$ cat src/rtl/bcd_display_formatter.sv
// bcd_display_formatter
// Turns a 32-bit display word into eight SSEG nibbles. It accepts unsigned or
// two's-complement input. The conversion is a sequential double-dabble that
// runs one iteration per clock. The result then gets leading-zero blanking,
// minus-sign placement and overflow detection.
//
// state  | meaning
// -------+-----------------------------------------------------------------
// IDLE   | waiting for start; last result held on digits/neg/ovf
// SHIFT  | one double-dabble iteration per cycle, CONV_BITS iterations
// FORMAT | overflow test, blanking and sign placement; registers outputs
//
// Nibble codes on digits: 0-9 digit, 4'hA minus, 4'hF blank.

module bcd_display_formatter #(
    parameter int CONV_BITS     = 32,
    parameter bit BLANK_LEADING = 1'b1
) (
    input  logic        clk,
    input  logic        rst_n,
    input  logic        start,
    input  logic [31:0] value,
    input  logic        signed_mode,
    output logic        busy,
    output logic        done,
    output logic [31:0] digits,
    output logic        neg,
    output logic        ovf
);

    localparam int CNT_W = $clog2(CONV_BITS);

    localparam logic [31:0] DIGITS_RESET = 32'hFFFF_FFF0;
    localparam logic [31:0] DIGITS_OVF   = 32'hAAAA_AAAA;
    localparam logic [3:0]  NIB_MINUS    = 4'hA;
    localparam logic [3:0]  NIB_BLANK    = 4'hF;

    typedef enum logic [1:0] {
        IDLE   = 2'd0,
        SHIFT  = 2'd1,
        FORMAT = 2'd2
    } state_t;

    state_t state;
    state_t state_next;

    logic             sign_q;
    logic [31:0]      mag_q;
    logic [39:0]      bcd_q;
    logic [CNT_W-1:0] cnt_q;

    logic             accept;
    logic             last_iter;
    logic             sign_in;
    logic [38:0]      bcd_adj;

    logic             ovf_calc;
    logic [2:0]       msd;
    logic [31:0]      fmt_digits;

    assign accept    = (state == IDLE) && start;
    assign last_iter = (cnt_q == '0);
    assign sign_in   = signed_mode & value[31];
    assign busy      = (state != IDLE);

    // State register.
    always_ff @(posedge clk or negedge rst_n) begin
        if (!rst_n) begin
            state <= IDLE;
        end else begin
            state <= state_next;
        end
    end

    // Next-state logic; a start seen outside IDLE is dropped, not queued.
    always_comb begin
        state_next = state;
        case (state)
            IDLE:    if (start) state_next = SHIFT;
            SHIFT:   if (last_iter) state_next = FORMAT;
            FORMAT:  state_next = IDLE;
            default: state_next = IDLE;
        endcase
    end

    // Add-3 correction on each BCD digit before the shift.
    // The input is below 2^32, so the top digit never goes above 4. It
    // therefore never needs a correction, and its bit 3 stays clear.
    always_comb begin
        bcd_adj = '0;
        for (int i = 0; i < 9; i++) begin
            if (bcd_q[4*i +: 4] >= 4'd5) begin
                bcd_adj[4*i +: 4] = bcd_q[4*i +: 4] + 4'd3;
            end else begin
                bcd_adj[4*i +: 4] = bcd_q[4*i +: 4];
            end
        end
        bcd_adj[38:36] = bcd_q[38:36];
    end

    // Operand capture and the double-dabble shift register.
    // The iteration counter counts down to zero for the last shift.
    always_ff @(posedge clk or negedge rst_n) begin
        if (!rst_n) begin
            sign_q <= 1'b0;
            mag_q  <= '0;
            bcd_q  <= '0;
            cnt_q  <= '0;
        end else begin
            if (accept) begin
                sign_q <= sign_in;
                mag_q  <= sign_in ? (~value + 32'd1) : value;
                bcd_q  <= '0;
                cnt_q  <= CNT_W'(CONV_BITS - 1);
            end else if (state == SHIFT) begin
                {bcd_q, mag_q} <= {bcd_adj, mag_q, 1'b0};
                if (!last_iter) begin
                    cnt_q <= cnt_q - 1'b1;
                end
            end
        end
    end

    // Overflow test: a negative result uses one display position for the
    // minus sign, so it gets one digit less than a positive result.
    always_comb begin
        if (sign_q) begin
            ovf_calc = |bcd_q[39:28];
        end else begin
            ovf_calc = |bcd_q[39:32];
        end
    end

    // Find the most significant nonzero digit among the eight shown.
    // The result is 0 for a zero value, so digit 0 is always displayed.
    always_comb begin
        msd = 3'd0;
        for (int i = 0; i < 8; i++) begin
            if (bcd_q[4*i +: 4] != 4'd0) begin
                msd = 3'(i);
            end
        end
    end

    // Blanking and minus placement. With blanking on, the minus sits just
    // left of the most significant digit. With blanking off, it takes the
    // leftmost position instead. Position 7 is always a zero in that case,
    // because a negative result that does not overflow has seven digits or
    // fewer.
    always_comb begin
        fmt_digits = bcd_q[31:0];
        for (int i = 1; i < 8; i++) begin
            if (BLANK_LEADING) begin
                if (i > int'(msd)) begin
                    if (sign_q && (i == int'(msd) + 1)) begin
                        fmt_digits[4*i +: 4] = NIB_MINUS;
                    end else begin
                        fmt_digits[4*i +: 4] = NIB_BLANK;
                    end
                end
            end else begin
                if (sign_q && (i == 7)) begin
                    fmt_digits[4*i +: 4] = NIB_MINUS;
                end
            end
        end
    end

    // Output registers. They change only on the FORMAT edge, which keeps the
    // SSEG scan steady while the next conversion runs.
    always_ff @(posedge clk or negedge rst_n) begin
        if (!rst_n) begin
            digits <= DIGITS_RESET;
            neg    <= 1'b0;
            ovf    <= 1'b0;
            done   <= 1'b0;
        end else begin
            done <= (state == FORMAT);
            if (state == FORMAT) begin
                ovf    <= ovf_calc;
                neg    <= sign_q;
                digits <= ovf_calc ? DIGITS_OVF : fmt_digits;
            end
        end
    end

endmodule
$ cat config.mk
export PLATFORM = sky130hd
export DESIGN_NAME = bcd_display_formatter
export DESIGN_NICKNAME = d
export VERILOG_FILES = /design/src/rtl/bcd_display_formatter.sv
export SDC_FILE = /design/constraint.sdc
export NUM_CORES = 1
export LEC_CHECK = 0
export CAP_MARGIN = 30
export CORE_ASPECT_RATIO = 0.75
export CORE_MARGIN = 2
export CORE_UTILIZATION = 40
export DETAILED_ROUTE_END_ITERATION = 10
export MAX_ROUTING_LAYER = met4
export PLACE_DENSITY = 0.59
export SLEW_MARGIN = 20
export SYNTH_ARGS = -nofsm -noshare
export SYNTH_HDL_FRONTEND = slang
export SYNTH_SLANG_ARGS = --single-unit
$ cat constraint.sdc
create_clock -name clk -period 6.7 [get_ports clk]
set_input_delay 1.34 -clock clk [delete_from_list [all_inputs] [get_ports clk]]
set_output_delay 1.34 -clock clk [all_outputs]
set_load 0.005 [all_outputs]
==> impl_metrics.yaml <==
critical_path:
  cp.arrival_ns: 3.97
  rrSetupSlack_ns: 3.03
  startpoint_type: "register"
  r2r_cells: 10
  cp-endpoint: "digits[4]"
  crit_path_end_kind: "register"
  required_ns: 7.00
  r2r-start: "bcd_q[12]"
  crit_start: "bcd_q[12]"
  worstPathMaxFanout: 6
  critical_path_class: "reg -> reg"
  r2r-end: "digits[4]"
die:
  dieArea_um2: 17290
  ios: 72
  rows: 40
  fp.dieW_um: 151.2
  start_util: 0.4071
  core-area_um2: 15970
  die_height_um: 114.4
yosys:
  synthArstFlopShare: 1.000
  synthTopCellsByCount: "102 x nand2_1, 87 x dfrtp_1, 72 x o21ai_0"
  synth-edff-count: 0
  synthFlopType: "dfrtp_1"
  synth_most_common_cell: "nand2_1"
  syn_area_um2: 6499
  ys_seq_area_frac: 0.4482
  synth_top_cell_area_share: 0.3350
  syn_avg_cell_area_um2: 9.013
  syn_nets: 785
  yosysUniqueCellTypes: 49
  netlist_top_cells_area: "dfrtp_1 34%, dfstp_2 11%, nand2_1 5.9%"
  syn_inst: 721
  yosysTopAreaCell: "dfrtp_1"
  yosysWarnings: 0
  synth_seq_cells: 115
clock_tree:
  cts_hold_buf: 0
  cts_num_sinks: 115
  cts_max_path_buffers: 2
  cts_buffers: 17
  cts-root-buf: "clkbuf_16"
  cts_repair_resize_count: 0
  cts_tree: "built"
  cts_setup_buffers: 0
  cts_max_level: 4
  path_clk_slew_ns: 0.05
  clk_latency_ns: 0.42
routing:
  post_drt_wl_per_cell_um: 16.95
  met2_length_um: 7675
  drc_errors: 0
  drt_first_pass_iters: 5
  wl_met3_um: 698
  wl_um: 16950
  ant_nets: 0
  vias_per_cell: 5.600
  top_layer: "met4"
  drt-met1-wl_um: 8329
  drt_first_iter_violations: 369
  vias: 5600
place:
  preCtsSetupSlack_ns: 2.746
  port_buffers: 71
  dpl_cell_area_um2: 7380
  gp_congestion: 0.8863
  dp_hpwl_um: 11570
  dp.cells: 970
sta:
  finalHoldViolCount: 0
  tightest_slew_ns: 0.8764
  skew_ns: 0.007457
  rsz0062_at_grt: "no"
  slew_headroom: 0.4136
  finalSetupTns_ns: 0
  fmax_mhz: 272.4
  period_needed_ns: 3.671
  fin_ws_ns: 3.029
  period_share: 0.5479
  setup_violations: 0
  slew_viol_final: 0
layout:
  syn_to_final_growth_pct: 22.62
  n_fill_cell: 1461
  nNetsFinal: 843
  n_antenna_cell: 0
  stdcell_count: 1000
  seq_area_um2: 2913
  drive_above_1_share: 0.1000
  multi_input_area_um2: 3361
  design_area_um2: 7969
grt:
  grt_pass1_wl_um: 27850
  overflow: 0
  grt_pass1_vias: 5407
  grt_usage: 0.2114
  grt_max_degree: 69
  antenna_found_initial: 0
outcome:
  status: "complete, no violations"
power:
  p_total_mw: 3.254
  ir_drop_mv: 0.2121
  p_leak_nw: 3.134
  p_per_area_nw_per_um2: 408.3
hold_path:
  hold_path_class: "reg -> reg"
flow_run:
  max_cap_viol_count: 0
[layout by cell type, fill, tap and decap left out, drive strengths merged, types with 2 or more instances in the layout]
cell           synthesis  routed
nor3b                  9       9
and2                   2       2
mux2i                  6       6
clkinv                 2       4
dfstp                 28      28
o41ai                  5       5
o31ai                 18      18
xor2                  17      17
and3                  17      17
nor3                  11      11
clkbuf                32      26
or3b                   6       6
o32a                   5       5
inv                   24      24
buf                    5       6
o21ai                 72      72
nand3                 30      30
bufinv                 0       2
a22oi                  9       9
nor2                  47      47
nand2b                12      12
clkdlybuf4s50          0      70
a32o                   8       8
o32ai                  4       4
a21oi                 47      47
o22a                   9       9
or4                    6       6
dfrtp                 87      87
o211ai                 7       7
or3                    8       8
nand2                102     102
nor4                  12      12
xnor2                 23      23
or2                    2       2
or4b                   2       2
ha                    28      28
a31oi                 10      10
[power breakdown]
| group | leakage, nW | internal, mW | switching (mW) |
|---|---|---|---|
| registers | 1.36 | 0.961 | 0.229 |
| logic | 1.48 | 0.519 | 0.633 |
| clock network | 0.292 | 0.601 | 0.311 |
[how the worst min path moves through the flow]
stage | startpoint | to | slack, ns | depth (start not counted)
finish | digits[18] | digits[18] | 0.48 | 2
global route | digits[8] | digits[8] | 0.49 | 2
detailed placement | digits[4] | digits[4] | 0.48 | 2
global placement | neg | neg | 0.46 | 2
CTS | digits[4] | digits[4] | 0.48 | 2
floorplan | mag_q[31] | bcd_q[0] | 0.45 | 2
[cells by family after synthesis]
logic type / after synthesis / share of synthesized area
xor+xnor: 40 / 0.05391
compound gates: 200 / 0.1937
fa+ha+maj: 28 / 0.05391
buf+inv: 63 / 0.03658
simple gates: 269 / 0.2045
mux: 6 / 0.009242
flops: 115 / 0.4482
[critical path: stages (launching register included)]
cell,delay [ns]
dfrtp_1,0.43
inv_1,0.13
ha_1,0.22
or3b_2,0.54
or2_2,0.40
a31oi_1,0.33
a21oi_1,0.09
ha_1,0.32
nand3b_1,0.21
o41ai_1,0.68
o21ai_0,0.20
[per-stage QoR]
stage / hold WS, ns / util
finish: 0.4785 / 0.4991
global route: 0.4937 / 0.4991
CTS: 0.4825 / 0.4991
detailed placement: 0.4754 / 0.4622
global placement: 0.4621 / 0.4622
floorplan: 0.4484 / -
[layer usage]
layer,vias to the layer above,global-route usage
met5,-,-
met4,0,0.07227
met3,23,0.04024
met2,117,0.3014
met1,2760,0.3015
li1,2700,-
[layout make-up]
class | count | area share
flip-flops and latches | 115 | 0.3655
inverters | 26 | 0.01225
well taps | 210 | 0.03297
clock inverters | 4 | 0.008793
clock buffers | 26 | 0.06516
multi-input cells | 543 | 0.4217
repair buffers | 76 | 0.09358
[registers in the layout, indices dropped and copies added, names as in the netlist]
register	cells
ovf	1
neg	1
done	1
digits	32
bcd_q	40
state	2
mag_q	32
cnt_q	5
sign_q	1
Power figures use the tool's default switching activity.
